[config.mk]
export PLATFORM = sky130hd
export DESIGN_NAME = obstacle_scheduler_flat
export DESIGN_NICKNAME = d
export VERILOG_FILES = /design/src/rtl/dino_pkg.sv /design/src/rtl/obstacle_scheduler_if.sv /design/src/rtl/obstacle_scheduler_lfsr8.sv /design/src/rtl/obstacle_scheduler.sv /design/src/flat_wrapper.sv
export SDC_FILE = /design/constraint.sdc
export NUM_CORES = 1
export LEC_CHECK = 0
export BUFFER_PORTS_ARGS = -buffer_cell sky130_fd_sc_hd__buf_2
export CAP_MARGIN = 20
export CELL_PAD_IN_SITES_DETAIL_PLACEMENT = 1
export CELL_PAD_IN_SITES_GLOBAL_PLACEMENT = 2
export CORE_UTILIZATION = 40
export CTS_BUF_LIST = sky130_fd_sc_hd__clkbuf_4
export CTS_CLUSTER_DIAMETER = 120
export DETAILED_ROUTE_END_ITERATION = 8
export GPL_TIMING_DRIVEN = 0
export HOLD_SLACK_MARGIN = 0.03
export PLACE_DENSITY_LB_ADDON = 0.1
export REMOVE_ABC_BUFFERS = 1
export SYNTH_ARGS = -nofsm -noshare
export SYNTH_HDL_FRONTEND = slang
export SYNTH_SLANG_ARGS = --single-unit
[constraint.sdc]
create_clock -name clk_16Hz -period 6.32 [get_ports clk_16Hz]
set_clock_uncertainty 0.05 [all_clocks]
set_input_delay 1.264 -clock clk_16Hz [delete_from_list [all_inputs] [get_ports clk_16Hz]]
set_output_delay 1.264 -clock clk_16Hz [all_outputs]
set_load 0.01 [all_outputs]
[src/rtl/dino_pkg.sv]
// dino_pkg: state encoding, widths and default constants shared by the dino game blocks
package dino_pkg;
    typedef enum logic [1:0] {IDLE = 2'd0, RUN = 2'd1, FROZEN = 2'd2} state_t;
    localparam int X_W            = 11;
    localparam int X_START_DEF    = 750;
    localparam int SPEED_INIT_DEF = 3;
    localparam int SPEED_MAX_DEF  = 8;
    localparam int RAMP_TICKS_DEF = 256;
    localparam int GAP_MIN_DEF    = 12;
endpackage

[src/rtl/obstacle_scheduler_if.sv]
// obstacle_scheduler_if: game controls in, slot positions and status out
interface obstacle_scheduler_if;
    import dino_pkg::*;
    logic           game_start;
    logic           freeze;
    logic [X_W-1:0] x0;
    logic [X_W-1:0] x1;
    logic [X_W-1:0] x2;
    logic [2:0]     active;
    logic [3:0]     speed;
    logic [1:0]     state;
    modport master (output game_start, freeze, input x0, x1, x2, active, speed, state);
    modport slave (input game_start, freeze, output x0, x1, x2, active, speed, state);
endinterface

[src/rtl/obstacle_scheduler_lfsr8.sv]
// lfsr8: free-running 8-bit Fibonacci LFSR, taps 8,6,5,4, seeded with 8'hA5
module lfsr8 (
    input  logic       clk,
    input  logic       rst,
    output logic [7:0] q
);
    always_ff @(posedge clk)
        q <= rst ? 8'hA5 : {q[6:0], q[7] ^ q[5] ^ q[4] ^ q[3]};
endmodule

[src/rtl/obstacle_scheduler.sv]
// obstacle_scheduler: launches, scrolls and retires the three ground-obstacle slots on the game tick
module obstacle_scheduler
    import dino_pkg::*;
#(
    parameter int X_START    = X_START_DEF,
    parameter int SPEED_INIT = SPEED_INIT_DEF,
    parameter int SPEED_MAX  = SPEED_MAX_DEF,
    parameter int RAMP_TICKS = RAMP_TICKS_DEF,
    parameter int GAP_MIN    = GAP_MIN_DEF
) (
    input logic                 clk_16Hz,
    input logic                 rst,
    obstacle_scheduler_if.slave bus
);
    state_t         state_q, state_d;
    logic [7:0]     rnd;
    logic [7:0]     gap;
    logic [15:0]    ramp;
    logic [1:0]     ptr;
    logic [3:0]     speed;
    logic [2:0]     active, active_d;
    logic [X_W-1:0] x [3];
    logic [X_W-1:0] x_d [3];
    logic [X_W-1:0] step;
    logic           init, run, launch, ramp_wrap;

    lfsr8 u_lfsr (.clk(clk_16Hz), .rst(rst), .q(rnd));

    always_comb begin
        init      = state_q != RUN && bus.game_start;
        run       = state_q == RUN && !bus.freeze;
        launch    = run && gap == 8'd0 && !active[ptr];
        ramp_wrap = ramp == 16'(RAMP_TICKS - 1);
        step      = X_W'(speed);
        state_d   = init ? RUN : (state_q == RUN && bus.freeze) ? FROZEN : state_q;
    end

    // launch tests the pre-tick active bit, so a slot retiring this tick is not reused until the next
    for (genvar i = 0; i < 3; i++) begin : g_slot
        assign x_d[i] = (init || (run && active[i] && x[i] <= step)) ? X_W'(X_START)
                      : (run && active[i]) ? x[i] - step : x[i];
        assign active_d[i] = init ? 1'b0
                           : (run && active[i]) ? x[i] > step
                           : active[i] | (launch && ptr == 2'(i));
    end

    always_ff @(posedge clk_16Hz)
        state_q <= rst ? IDLE : state_d;

    always_ff @(posedge clk_16Hz) begin
        if (rst) begin
            x      <= '{default: X_W'(X_START)};
            active <= '0;
            gap    <= '0;
            ramp   <= '0;
            ptr    <= '0;
            speed  <= 4'(SPEED_INIT);
        end else begin
            x      <= x_d;
            active <= active_d;
            if (init) begin
                gap   <= '0;
                ramp  <= '0;
                ptr   <= '0;
                speed <= 4'(SPEED_INIT);
            end else if (run) begin
                gap   <= launch ? 8'(GAP_MIN) + (rnd & 8'h0F) : gap != 8'd0 ? gap - 8'd1 : gap;
                ptr   <= launch ? (ptr == 2'd2 ? 2'd0 : ptr + 2'd1) : ptr;
                ramp  <= ramp_wrap ? 16'd0 : ramp + 16'd1;
                speed <= (ramp_wrap && speed < 4'(SPEED_MAX)) ? speed + 4'd1 : speed;
            end
        end
    end

    assign bus.x0     = x[0];
    assign bus.x1     = x[1];
    assign bus.x2     = x[2];
    assign bus.active = active;
    assign bus.speed  = speed;
    assign bus.state  = state_q;
endmodule

[src/flat_wrapper.sv]
// flat-port wrapper written by rule: the top's interface ports become plain ports
module obstacle_scheduler_flat import dino_pkg::*;
#(
    parameter int X_START    = X_START_DEF,
    parameter int SPEED_INIT = SPEED_INIT_DEF,
    parameter int SPEED_MAX  = SPEED_MAX_DEF,
    parameter int RAMP_TICKS = RAMP_TICKS_DEF,
    parameter int GAP_MIN    = GAP_MIN_DEF
)
  (clk_16Hz, rst, bus_game_start, bus_freeze, bus_x0, bus_x1, bus_x2, bus_active, bus_speed, bus_state);
  obstacle_scheduler_if bus_i ();
  input logic clk_16Hz;
  input logic rst;
  input wire logic [$bits(bus_i.game_start)-1:0] bus_game_start;
  input wire logic [$bits(bus_i.freeze)-1:0] bus_freeze;
  output wire logic [$bits(bus_i.x0)-1:0] bus_x0;
  output wire logic [$bits(bus_i.x1)-1:0] bus_x1;
  output wire logic [$bits(bus_i.x2)-1:0] bus_x2;
  output wire logic [$bits(bus_i.active)-1:0] bus_active;
  output wire logic [$bits(bus_i.speed)-1:0] bus_speed;
  output wire logic [$bits(bus_i.state)-1:0] bus_state;
  assign bus_i.game_start = bus_game_start;
  assign bus_i.freeze = bus_freeze;
  assign bus_x0 = bus_i.x0;
  assign bus_x1 = bus_i.x1;
  assign bus_x2 = bus_i.x2;
  assign bus_active = bus_i.active;
  assign bus_speed = bus_i.speed;
  assign bus_state = bus_i.state;
  obstacle_scheduler #(.X_START(X_START), .SPEED_INIT(SPEED_INIT), .SPEED_MAX(SPEED_MAX), .RAMP_TICKS(RAMP_TICKS), .GAP_MIN(GAP_MIN)) u_core (.clk_16Hz(clk_16Hz), .rst(rst), .bus(bus_i));
endmodule
# After elaboration in Yosys (flattened, before gate mapping)
# Index checks and enable logic that the tools add are counted.
[classes]
add_sub_neg = 8
order_cmp = 8
eq_ne = 5
n_mux = 11
bitwise = 6
reduce_logical = 32
[op_table]
columns = ["operator", "count"]
rows = [
  ["greater-than comparator 11 x 4 -> 1 bit", 3],
  ["<= comparator 11 x 4 -> 1 bit", 3],
  ["subtractor 11 x 4 -> 11 bit", 3],
  ["adder 16 x 1 -> 16 bit (second input constant)", 1],
  ["== test 16 x 8 -> 1 bit (second input constant)", 1],
  ["2-to-1 mux 16 bit", 1],
  ["2-to-1 mux 8 bit", 2],
  ["logical AND 1 bit", 15],
  ["logical NOT 8 bit", 1],
  ["nonzero test 8 bit", 1],
  ["OR reduction 2 bit", 4],
  ["subtractor 8 x 1 -> 8 bit (second input constant)", 1],
  ["2-to-1 mux 1 bit", 6],
  ["AND reduction 2 bit", 3],
  ["adder 4 x 4 -> 5 bit (first input constant)", 1],
  ["adder 4 x 1 -> 4 bit (second input constant)", 1],
  ["== test 2 x 1 -> 1 bit (second input constant)", 2],
  ["< comparator 4 bit (second input constant)", 1],
  ["nonzero test 2 bit", 2],
  ["logical OR 1 bit", 3],
  ["< comparator 2 x 3 -> 1 bit (second input constant)", 1],
  ["bitwise OR 1 bit", 3],
  ["XOR 1 bit", 3],
  ["adder 2 x 1 -> 2 bit (second input constant)", 1],
  ["other kinds (6)", 7],
]
[word_totals]
reg_bits = 76
output_inout_bits = 42

# Logic depth before layout (Yosys ltp)
# Gate-level depths: netlist (run 1).
[logic_depth]
word_depth = 7
ltp_mapped = 9
ltp_nobuf = 9

# Modules after synthesis
# From an unflattened synthesis (run 1), not the netlist that was laid out.
[hier_totals]
cells_unflattened = 431
area_unflattened_um2 = 3811.2
[by_module_without_submodules]
columns = ["mod", "n_inst", "cells_each", "area_per_inst_um2", "seq_area_each_um2"]
rows = [
  ["obstacle_scheduler", 1, 412, 3574.7, 1361.3],
  ["lfsr8", 1, 19, 236.5, 160.2],
]

# Worst setup path before layout (run 1)
# Ideal clock, no wire load.
[synth_path]
path_kind = "input to register"
start = "input bus_freeze"
end = "register u_core.x, in the netlist u_core.bus.x0[10]"
setup_ps = 58
arrival_time_ps = 2546
setup_slack_ps = 3666
cell_stages = 5
path_cell_list = "nand4bb_1 > or4_1 > nor3_2 > nor4bb_1 > o21a_1"
[synth_via]
elab_chain_len = 6
[synth_rtl]
columns = ["item", "line_no", "source"]
rows = [
  ["start: declaration", "flat_wrapper.sv:15", "input wire logic [$bits(bus_i.freeze)-1:0] bus_freeze;"],
  ["logical NOT 1 bit (*)", "obstacle_scheduler.sv:31", "run = state_q == RUN && !bus.freeze;"],
  ["logical AND 1 bit (*)", "obstacle_scheduler.sv:31", ""],
  ["logical AND 1 bit (*)", "obstacle_scheduler.sv:40, obstacle_scheduler.sv:41", ""],
  ["logical AND 1 bit", "obstacle_scheduler.sv:40", "assign x_d[i] = (init || (run && active[i] && x[i] <= step)) ? X_W'(X_START)"],
  ["logical OR 1 bit", "obstacle_scheduler.sv:40", ""],
  ["OR reduction 2 bit (no source line)", "--", ""],
  ["end signal: assignment", "obstacle_scheduler.sv:52", "x <= '{default: X_W'(X_START)};"],
  ["end signal: assignment", "obstacle_scheduler.sv:59", "x <= x_d;"],
  ["end: declaration", "obstacle_scheduler.sv:22", "logic [X_W-1:0] x [3];"],
]
# Every way passes the cells marked *; elsewhere a longest branch is shown, timed or not.
# A chain may end at the register's enable or synchronous reset.

# Worst setup path after layout (run 1)
[layout_path]
start = "input bus_freeze"
end = "register u_core.ramp[0]"
[layout_via]
elab_chain_len = 2
[layout_rtl]
columns = ["item", "line_no", "source"]
rows = [
  ["logical NOT 1 bit", "obstacle_scheduler.sv:31", ""],
  ["logical AND 1 bit", "obstacle_scheduler.sv:31", ""],
  ["end signal: assignment", "obstacle_scheduler.sv:69", "ramp <= ramp_wrap ? 16'd0 : ramp + 16'd1;"],
  ["end: declaration", "obstacle_scheduler.sv:18", "logic [15:0] ramp;"],
]
# Every way passes these cells.

==> results of run 1 <==
## synthesized netlist by cell type (all sizes together) (5+ instances only)
cell type | instances | share of area (%)
o211ai | 5 | 0.99
nor4 | 7 | 1.6
inv | 18 | 1.8
nor2b | 6 | 0.99
nand3 | 9 | 1.2
nor3 | 24 | 3.4
o21a | 6 | 1.2
nor2 | 39 | 3.9
and2 | 8 | 1.3
ha | 17 | 5.6
nand2b | 5 | 0.83
xor2 | 14 | 3.2
nand2 | 43 | 4.3
nand4 | 11 | 2.0
o21ai | 16 | 2.1
or2 | 6 | 0.99
xnor2 | 23 | 5.3
clkbuf | 9 | 0.89
dfxtp | 76 | 40
or3 | 8 | 1.5
a21oi | 19 | 2.5
a211oi | 6 | 1.2
## layout by cell type (no fill, tap or decap), types with 3 or more instances in the layout
master | synthesis | routed
fa_1 | 3 | 3
clkbuf_4 | 0 | 9
ha_1 | 17 | 17
a21o_1 | 4 | 4
a21oi_1 | 19 | 19
o21ai_0 | 14 | 14
dfxtp_1 | 76 | 76
or3_1 | 7 | 7
nor4_1 | 6 | 6
o31ai_1 | 3 | 3
nand3b_1 | 4 | 4
bufinv_16 | 0 | 3
xor2_1 | 14 | 14
nand4bb_1 | 3 | 3
a211oi_1 | 6 | 6
a31oi_1 | 4 | 4
o211ai_1 | 5 | 5
xnor2_1 | 23 | 23
nand4_1 | 10 | 10
o21a_1 | 6 | 6
o311ai_0 | 4 | 4
inv_1 | 18 | 18
nor2_1 | 39 | 39
buf_2 | 2 | 45
mux2i_1 | 3 | 3
and2_1 | 8 | 8
nor3_1 | 22 | 22
or4_1 | 3 | 3
nand3_1 | 9 | 9
nand2_1 | 43 | 43
or2_2 | 6 | 6
nor2b_1 | 6 | 6
nand2b_1 | 5 | 5
## sequential cells by signal, summed over array words and instances, names as in the netlist, 3 cells and up
name,flops
u_core.ramp,16
u_core.bus.x0,11
u_core.bus.x1,11
u_core.bus.x2,11
u_core.gap,8
u_core.u_lfsr.q,8
u_core.bus.speed,4
u_core.bus.active,3
## metrics by stage
step | std cells | setup WS (ns) | area (µm²)
floorplan | 419 | 3.31 | 3740
global placement | 575 | 2.37 | 4110
detailed placement | 576 | 2.30 | 4120
CTS | 592 | 2.78 | 4310
global route | 594 | 3.01 | 4330
finish | 594 | 3.19 | 4330
## routing by layer
metal	GRT usage [%]	vias up	share of wire (%)
li1	-	1629	-
met3	2.88	10	2.0
met1	26.5	1542	51
met4	7.13	0	1.4
met5	0	-	0
met2	31.2	34	45
## worst max-delay path: cells and delay by family
family	cells	cell delay (ns)
compound gates	1	0.45
buf+inv	2	0.40
simple gates	3	1.29
## layout make-up
cell class              count  area share [%]
clock buffers               9            1.56
clock inverters             7            2.86
inverters                  18            1.56
flip-flops and latches     76            35.2
repair buffers             48            5.81
multi-input cells         325            49.8
well taps                 111            3.21
## worst max-delay path by stage
stage                           from        endpoint  slack [ns]
after detailed placement  bus_freeze  u_core.ramp[0]        2.30
after floorplan           bus_freeze  u_core.ramp[0]        3.31
final                     bus_freeze  u_core.ramp[0]        3.19
after global routing      bus_freeze  u_core.ramp[0]        3.01
after CTS                 bus_freeze  u_core.ramp[0]        2.78
after global placement    bus_freeze  u_core.ramp[7]        2.37
## cells by family after synthesis
| logic type | share of synthesized area [%] |
|---|---|
| simple gates | 26.5 |
| compound gates | 13.9 |
| flops | 40.2 |
| xor+xnor | 8.56 |
| buf+inv | 2.94 |
| fa+ha+maj | 7.20 |
| mux | 0.793 |
## where the power goes
| group | internal (W) | total [W] | switching [W] |
|---|---|---|---|
| clock | 0.000203 | 0.000395 | 0.000192 |
| sequential | 0.000488 | 0.000496 | 0.00000778 |
| combinational | 0.0000266 | 0.0000717 | 0.0000451 |
==> impl_metrics.env, run 1 <==
export IMPL_grt_pass1_vias=3065
export IMPL_finalCritPeriodShare_pct=49.5
export IMPL_whs_ns=0.379
export IMPL_numPortBuffers=45
export IMPL_layout_drive_gt1_share_pct=16.4
export IMPL_clkSlewWorstSetupHoldPaths_ns=0.13
export IMPL_grt_start_max_net_pins=16
export IMPL_cp_slowest_stage_delay_ns=0.79
export IMPL_power_total_w=0.000963
export IMPL_power_leakage_nw=1.63
export IMPL_core_um2=9200
export IMPL_cp_arrival_ns=3.41
export IMPL_nFillCells=1107
export IMPL_overflow=0
export IMPL_routed_via_density=5.41
export IMPL_antennaDiodeCount=0
export IMPL_num_rows=35
export IMPL_antenna_found_initial=0
export IMPL_final_max_slew_viol_count=0
export IMPL_hold_violations=0
export IMPL_multiInputGateArea_um2=2150
export IMPL_max_freq_mhz=320
export IMPL_synthArstFlopShare_pct=0
export IMPL_drc=0
export IMPL_cp_start_kind="primary input"
export IMPL_gp_routability_congestion=0.756
export IMPL_antenna_left=0
export IMPL_synth_seq_cells=76
export IMPL_synth_warnings=0
export IMPL_die_width_um=99.3
export IMPL_vias=3215
export IMPL_yosys_most_used_dff="dfxtp_1"
export IMPL_cp_end_kind="flop"
export IMPL_cts_hold_buf=0
export IMPL_min_from="u_core.u_lfsr.q[6]"
export IMPL_htree_levels=3
export IMPL_cts_root_buf="clkbuf_4"
export IMPL_ff2ff_path_depth=8
export IMPL_clock_latency_ns=0.43
export IMPL_cts_resized=0
export IMPL_min_path_cells=1
export IMPL_crit_required_ns=6.60
export IMPL_routed_wl_um=9130
export IMPL_syn_to_final_growth_pct=14.2
export IMPL_max_slew_margin_pct=34.2
export IMPL_path_max_fanout=14
export IMPL_dr_pass1_iters=4
export IMPL_dieArea_um2=9860
export IMPL_nNetsFinal=502
export IMPL_syn_inst=430
export IMPL_cts_sinks=76
export IMPL_synth_edf_count=0
export IMPL_worst_pin_slew_ns=0.982
export IMPL_tns_ns=0
export IMPL_timing_rr_start="u_core.bus.speed[1]"
export IMPL_postCtsSetupBuffers=0
export IMPL_clockBufferDepth=2
export IMPL_cap_violations=0
export IMPL_r2r_end="u_core.bus.x1[1]"
export IMPL_cp_cell_sequence="buf_2, nor3b_2, nand4_2, o21ai_1, buf_4, nor2_1"
export IMPL_synthDistinctLibCells=54
export IMPL_status="finished clean"
export IMPL_critPathKind="in2reg"
export IMPL_regArea_um2=1520
export IMPL_fin_crit_ns=3.13
export IMPL_crit_slowest_cell="nor3b_2"
export IMPL_grt_pass1_wl_um=15100
export IMPL_rsz0062_at_grt="no"
export IMPL_hold_path_end="u_core.u_lfsr.q[7]"
export IMPL_die_y_um=99.3
export IMPL_cts_made_buffers=9
export IMPL_initial_core_util_pct=41.2
export IMPL_drt_iter0_markers=50
export IMPL_syn_area_per_cell_um2=8.81
export IMPL_wl_per_cell_um=15.4
export IMPL_track_usage_pct=19.4
export IMPL_hp_class="reg2reg"
export IMPL_dpl_hpwl_um=6550
export IMPL_peakVddDrop_mv=0.0968
export IMPL_final_util_pct=47.0
export IMPL_ys_seq_area_share_pct=40.2
export IMPL_cts_tree="done"
export IMPL_ios=46
export IMPL_netlist_area_um2=3790
export IMPL_ff2ff_setup_slack_ns=3.53
export IMPL_setup_viol=0
export IMPL_powerDensity_nw_per_um2=223
(Power assumes the default switching activity.)
==> run 2, diff against run 1 <==
CORE_UTILIZATION = 33   (was 40)
clock period = 2.7 ns   (was 6.32 ns; I/O delays follow)
==> run 2 against run 1 <==
  * Final cell count up 4.9%
  * Sequential cell count unchanged
  * Highest routed layer unchanged
  * Hold slack worse by 0.064 ns
  * Combinational power up 140%
  * Critical endpoint is now u_core.bus.x2[3]
  * Total power up 110%
  * Register-to-register slack worse by 3.4 ns
  * Largest cell class unchanged
  * Critical path depth up 1
  * Clock power up 81%
==> impl_metrics.env, run 2 (synthesized netlist as in run 1, its figures left out) <==
export IMPL_antenna_found_initial=0
export IMPL_cp_cell_sequence="inv_1, ha_1, nor2b_1, o31a_1, o22a_1, o41a_1, o311ai_0"
export IMPL_cp_start_kind="flop"
export IMPL_hold_violations=0
export IMPL_cts_sinks=76
export IMPL_numPortBuffers=45
export IMPL_cts_root_buf="clkbuf_4"
export IMPL_routed_via_density=5.21
export IMPL_crit_slowest_cell="o41a_1"
export IMPL_die_width_um=109
export IMPL_startpoint="u_core.bus.speed[1]"
export IMPL_layout_common_cells="dfxtp_1 (75), buf_2 (45), nand2_1 (43)"
export IMPL_htree_levels=3
export IMPL_rsz0062_at_grt="yes"
export IMPL_layout_drive_gt1_share_pct=17.2
export IMPL_final_util_pct=39.6
export IMPL_tns_ns=0
export IMPL_clockBufferDepth=2
export IMPL_vias=3245
export IMPL_min_from="bus_game_start"
export IMPL_cp_top_family="compound AO/OA/AOI/OAI gates"
export IMPL_routed_wl_um=9520
export IMPL_drc=0
export IMPL_cp_depth=7
export IMPL_wl_per_cell_um=15.3
export IMPL_power_leakage_nw=1.61
export IMPL_antenna_left=0
export IMPL_nNetsFinal=502
export IMPL_drt_iter0_markers=79
export IMPL_max_freq_mhz=397
export IMPL_placedCellCount=605
export IMPL_setup_viol=0
export IMPL_finalNonFillerCells=623
export IMPL_num_rows=38
export IMPL_nFillCells=1315
export IMPL_regMostFlops="u_core.ramp"
export IMPL_max_slew_margin_pct=40.3
export IMPL_gp_routability_congestion=0.749
export IMPL_overflow=0
export IMPL_worst_pin_slew_ns=0.895
export IMPL_cp_end_kind="flop"
export IMPL_min_path_cells=3
export IMPL_final_max_slew_viol_count=0
export IMPL_dpl_hpwl_um=7050
export IMPL_cts_tree="done"
export IMPL_finalCritPeriodShare_pct=93.3
export IMPL_clock_latency_ns=0.46
export IMPL_peakVddDrop_mv=0.257
export IMPL_largest_register_ffs=16
export IMPL_cp_slowest_stage_delay_ns=0.55
export IMPL_core_um2=11000
export IMPL_initial_core_util_pct=34.3
export IMPL_grt_pass1_wl_um=15700
export IMPL_ios=46
export IMPL_powerDensity_nw_per_um2=471
export IMPL_dr_pass1_iters=4
export IMPL_die_y_um=109
export IMPL_hp_class="in2reg"
export IMPL_clkSlewWorstSetupHoldPaths_ns=0.13
export IMPL_cap_violations=0
export IMPL_cts_made_buffers=9
export IMPL_timing_rr_start="u_core.bus.speed[1]"
export IMPL_ff2ff_path_depth=7
export IMPL_critPathKind="reg2reg"
export IMPL_antennaDiodeCount=0
export IMPL_track_usage_pct=17.3
export IMPL_dieArea_um2=11900
export IMPL_layout_cells_most_common="dfxtp_1"
export IMPL_status="finished clean"
export IMPL_grt_pass1_vias=3119
export IMPL_fin_crit_ns=2.52
export IMPL_cp_arrival_ns=2.82
export IMPL_grt_start_max_net_pins=16
export IMPL_path_max_fanout=7
export IMPL_path_buf_inv=1
export IMPL_syn_to_final_growth_pct=15.2
export IMPL_crit_required_ns=3.00
## run 2: timing repair
item | 4_1_cts | 5_1_grt
pin swaps | 0 | 1
endpoints found under the hold margin | 0 | 0
gates resized for setup | 5 | 5
hold buffers | 0 | 0
setup endpoints to repair | 35 | 38
gates cloned | 0 | 0
setup buffers | 0 | 2
## run 2: layout make-up
class | count | area [µm²] | share of cell area [%]
Tap cell | 140 | 175 | 4.01
Inverter | 18 | 67.6 | 1.55
Sequential cell | 76 | 1520 | 34.9
Timing Repair Buffer | 48 | 251 | 5.76
Clock inverter | 7 | 66.3 | 1.52
Clock buffer | 9 | 67.6 | 1.55
Multi-Input combinational cell | 325 | 2210 | 50.7
## run 2: layer usage
metal / part of all wire, % / vias to the layer above / track usage [%] / routed length, µm
met5: 0 / - / 0 / 0
met4: 2.0 / 0 / 7.82 / 195
li1: - / 1630 / - / -
met1: 49 / 1553 / 22.6 / 4690
met2: 45 / 50 / 27.2 / 4300
met3: 3.6 / 12 / 3.53 / 343
## run 2: worst paths after layout
check / endpoint / slack (ns)
worst max-delay path: u_core.bus.x2[3] / 0.18
worst min-delay path: u_core.bus.state[0] / 0.32
worst max register to register: u_core.bus.x2[3] / 0.18
worst min register to register: u_core.u_lfsr.q[7] / 0.38
## run 2: metrics by stage
| stage | hold WS, ns | setup WS [ns] | area, µm² | power [W] |
|---|---|---|---|---|
| 5_1_grt | 0.312 | -0.00661 | 4360 | 0.00217 |
| 3_3_place_gp | 0.348 | -0.620 | 4140 | 0.00135 |
| 2_1_floorplan | 0.339 | 0.206 | 3740 | 0.00130 |
| 3_5_place_dp | 0.354 | -0.701 | 4160 | 0.00136 |
| 4_1_cts | 0.276 | 0.0323 | 4330 | 0.00210 |
| 6_report | 0.315 | 0.180 | 4360 | 0.00205 |
## run 2: power breakdown
part / internal (W) / switching (W)
Clock: 0.000277 / 0.000439
Sequential: 0.00114 / 0.0000197
Combinational: 0.0000664 / 0.000108
## run 2: worst min-delay path, delay by kind of cell
family          cells  cell delay (ns)
simple gates        1             0.08
compound gates      1             0.05
buf+inv             1             0.11
==> run 3, diff against run 2 <==
ABC_AREA = 1   (was default)
CORE_UTILIZATION = 29   (was 33)
CTS_BUF_LIST = sky130_fd_sc_hd__clkbuf_8 sky130_fd_sc_hd__clkbuf_16   (was sky130_fd_sc_hd__clkbuf_4)
==> run 3 against run 2 <==
  * Die area increased by 28%
  * Critical path depth decreased by 1
  * Final cell count increased by 39%
  * Worst setup slack improved by 0.19 ns
  * Count of clock-buffer cells in the layout unchanged
  * Sequential cell count unchanged
  * Wire length increased by 25%
  * Combinational power increased by 6%
  * Sequential power about the same
  * Synthesized cell count increased by 46%
  * Global-route usage decreased by 0.51 points
  * Fmax increased by 8.1%
  * Largest power group unchanged
==> impl_metrics.env, run 3 <==
export IMPL_overflow=0
export IMPL_drc=0
export IMPL_hold_path_end="u_core.u_lfsr.q[7]"
export IMPL_syn_area_per_cell_um2=6.78
export IMPL_cts_sinks=76
export IMPL_synth_seq_cells=76
export IMPL_use_met1_pct=21.0
export IMPL_wl_per_cell_um=13.7
export IMPL_min_path_cells=1
export IMPL_antennaDiodeCount=0
export IMPL_numPortBuffers=45
export IMPL_path_max_fanout=16
export IMPL_antenna_left=0
export IMPL_syn_inst=629
export IMPL_cp_depth=6
export IMPL_cp_top_family="compound AO/OA/AOI/OAI gates"
export IMPL_ys_seq_area_share_pct=35.7
export IMPL_combPwrFrac_pct=7.7
export IMPL_final_util_pct=35.0
export IMPL_peakVddDrop_mv=0.344
export IMPL_clock_latency_ns=0.34
export IMPL_critPathMostFrequentCell="inv_1"
export IMPL_cts_root_buf="clkbuf_16"
export IMPL_grt_pass1_wl_um=19400
export IMPL_multiInputGateArea_um2=2360
export IMPL_cts_resized=0
export IMPL_synth_top_area_cell="dfxtp_1"
export IMPL_crit_slowest_cell="a21oi_2"
export IMPL_setup_slack_ns=0.370
export IMPL_cap_violations=0
export IMPL_placedCellCount=849
export IMPL_critPathKind="reg2reg"
export IMPL_dpl_hpwl_um=9100
export IMPL_status="finished clean"
export IMPL_routed_via_density=4.64
export IMPL_largest_register_ffs=16
export IMPL_cp_slowest_stage_delay_ns=0.75
export IMPL_synth_most_common_cell="nand2_1"
export IMPL_postCtsSetupBuffers=0
export IMPL_clockBufferDepth=2
export IMPL_power_switching_w=0.000623
export IMPL_max_slew_margin_pct=37.9
export IMPL_gr_usage_met3_pct=4.47
export IMPL_cp_cell_sequence="nand2_2, a21oi_2, inv_1, a21oi_1, o21ai_1, inv_1"
export IMPL_synth_warnings=0
export IMPL_regMostFlops="u_core.ramp"
export IMPL_p_sw_share_pct=25.7
export IMPL_finalNonFillerCells=864
export IMPL_hp_class="reg2reg"
export IMPL_yosysTopAreaCellShare_pct=35.7
export IMPL_routed_wl_um=11900
export IMPL_yosys_most_used_dff="dfxtp_1"
export IMPL_cts_tree="done"
export IMPL_r2r_end="u_core.gap[4]"
export IMPL_rsz0062_at_grt="no"
export IMPL_dpl_worst_slack_ns=0.117
export IMPL_power_leakage_nw=2.18
export IMPL_max_freq_mhz=429
export IMPL_pwr_share_clk_pct=44.6
export IMPL_finalCritPeriodShare_pct=86.3
export IMPL_layout_common_cells="nand2_1 (160), inv_1 (92), nor2_1 (92)"
export IMPL_synthArstFlopShare_pct=0
export IMPL_timing_rr_start="u_core.bus.state[0]"
export IMPL_setup_viol=0
export IMPL_clkSlewWorstSetupHoldPaths_ns=0.06
export IMPL_cts_hold_buf=0
export IMPL_regArea_um2=1520
export IMPL_tns_ns=0
export IMPL_synth_edf_count=0
export IMPL_cp_start_kind="flop"
export IMPL_dieArea_um2=15200
export IMPL_grt_pass1_vias=3946
export IMPL_ff2ff_setup_slack_ns=0.37
export IMPL_fin_crit_ns=2.33
export IMPL_layout_cells_most_common="nand2_1"
export IMPL_path_buf_inv=2
export IMPL_grt_busiest_layer="met2"
export IMPL_htree_levels=3
export IMPL_nFillCells=1838
export IMPL_num_rows=43
export IMPL_ff2ff_path_depth=6
export IMPL_cp_end_kind="flop"
export IMPL_die_y_um=123
export IMPL_power_internal_w=0.00180
export IMPL_synthDistinctLibCells=34
export IMPL_layout_drive_gt1_share_pct=13.5
export IMPL_ys_top_cells_by_area="dfxtp_1 (36%), nand2_1 (14%), nor2_1 (8.1%), inv_1 (7.7%), nand3_1 (6.1%)"
export IMPL_hold_violations=0
export IMPL_pwr_share_seq_pct=47.7
export IMPL_final_max_slew_viol_count=0
export IMPL_antenna_found_initial=0
export IMPL_syn_to_final_growth_pct=15.6
export IMPL_whs_ns=0.367
export IMPL_cp_arrival_ns=2.57
export IMPL_gp_routability_congestion=0.758
export IMPL_vias=4008
export IMPL_met2_usage_pct=28.2
export IMPL_dr_pass1_iters=4
export IMPL_nNetsFinal=704
export IMPL_drt_iter0_markers=133
export IMPL_netlist_area_um2=4260
export IMPL_ys_top_cells_by_count="nand2_1 (160), nor2_1 (92), inv_1 (88), dfxtp_1 (76), nand3_1 (52)"
export IMPL_cts_made_buffers=9
export IMPL_grt_start_max_net_pins=17
export IMPL_ios=46
export IMPL_min_from="u_core.u_lfsr.q[6]"
export IMPL_die_width_um=123
export IMPL_initial_core_util_pct=30.2
export IMPL_core_um2=14100
export IMPL_crit_required_ns=2.94
export IMPL_worst_pin_slew_ns=0.931
export IMPL_track_usage_pct=16.8
export IMPL_powerDensity_nw_per_um2=491
-- run 3: area by class of cell --
cell class	instances	share of cell area [%]
inverter	92	7.01
clock buffer	9	4.57
timing repair buffer	45	4.57
tap	180	4.57
multi-input combinational	456	47.9
sequential	76	30.9
clock inverter	6	0.558
-- run 3: logic make-up after synthesis --
kind of cell	synth area share, %
AND/OR/NAND/NOR	37.7
buffers and inverters	8.95
flip-flops	35.7
AO/OA/AOI/OAI	7.16
adder cells (fa/ha/maj)	6.40
XOR/XNOR	3.90
multiplexers	0.235
-- run 3: stage by stage --
step / total power, W / instance area [µm²]
floorplan: 0.00131 / 4230
global placement: 0.00137 / 4680
detailed placement: 0.00137 / 4680
CTS: 0.00248 / 4930
global route: 0.00254 / 4930
finish: 0.00242 / 4930
-- run 3: power groups by stage --
stage	Sequential, W	Combinational, W	Clock [W]
6_report	0.00116	0.000186	0.00108
5_1_grt	0.00116	0.000213	0.00117
4_1_cts	0.00116	0.000191	0.00113
3_5_place_dp	0.00118	0.000190	0
3_3_place_gp	0.00118	0.000187	0
2_1_floorplan	0.00118	0.000136	0
-- run 3: per-layer routing --
metal / wire length (µm) / up-vias / share of wire (%)
met5: 0 / - / 0
met4: 114 / 0 / 0.96
met3: 374 / 11 / 3.2
met2: 5630 / 39 / 47
met1: 5750 / 1876 / 48
li1: - / 2082 / -
-- run 3: how the worst max path moves through the flow --
| stage | startpoint | end |
|---|---|---|
| after global routing | u_core.bus.state[0] | u_core.gap[4] |
| after floorplan | u_core.bus.speed[1] | u_core.bus.x1[1] |
| after CTS | u_core.bus.state[0] | u_core.gap[4] |
| after detailed placement | rst | u_core.gap[4] |
| final | u_core.bus.state[0] | u_core.gap[4] |
| after global placement | rst | u_core.gap[4] |
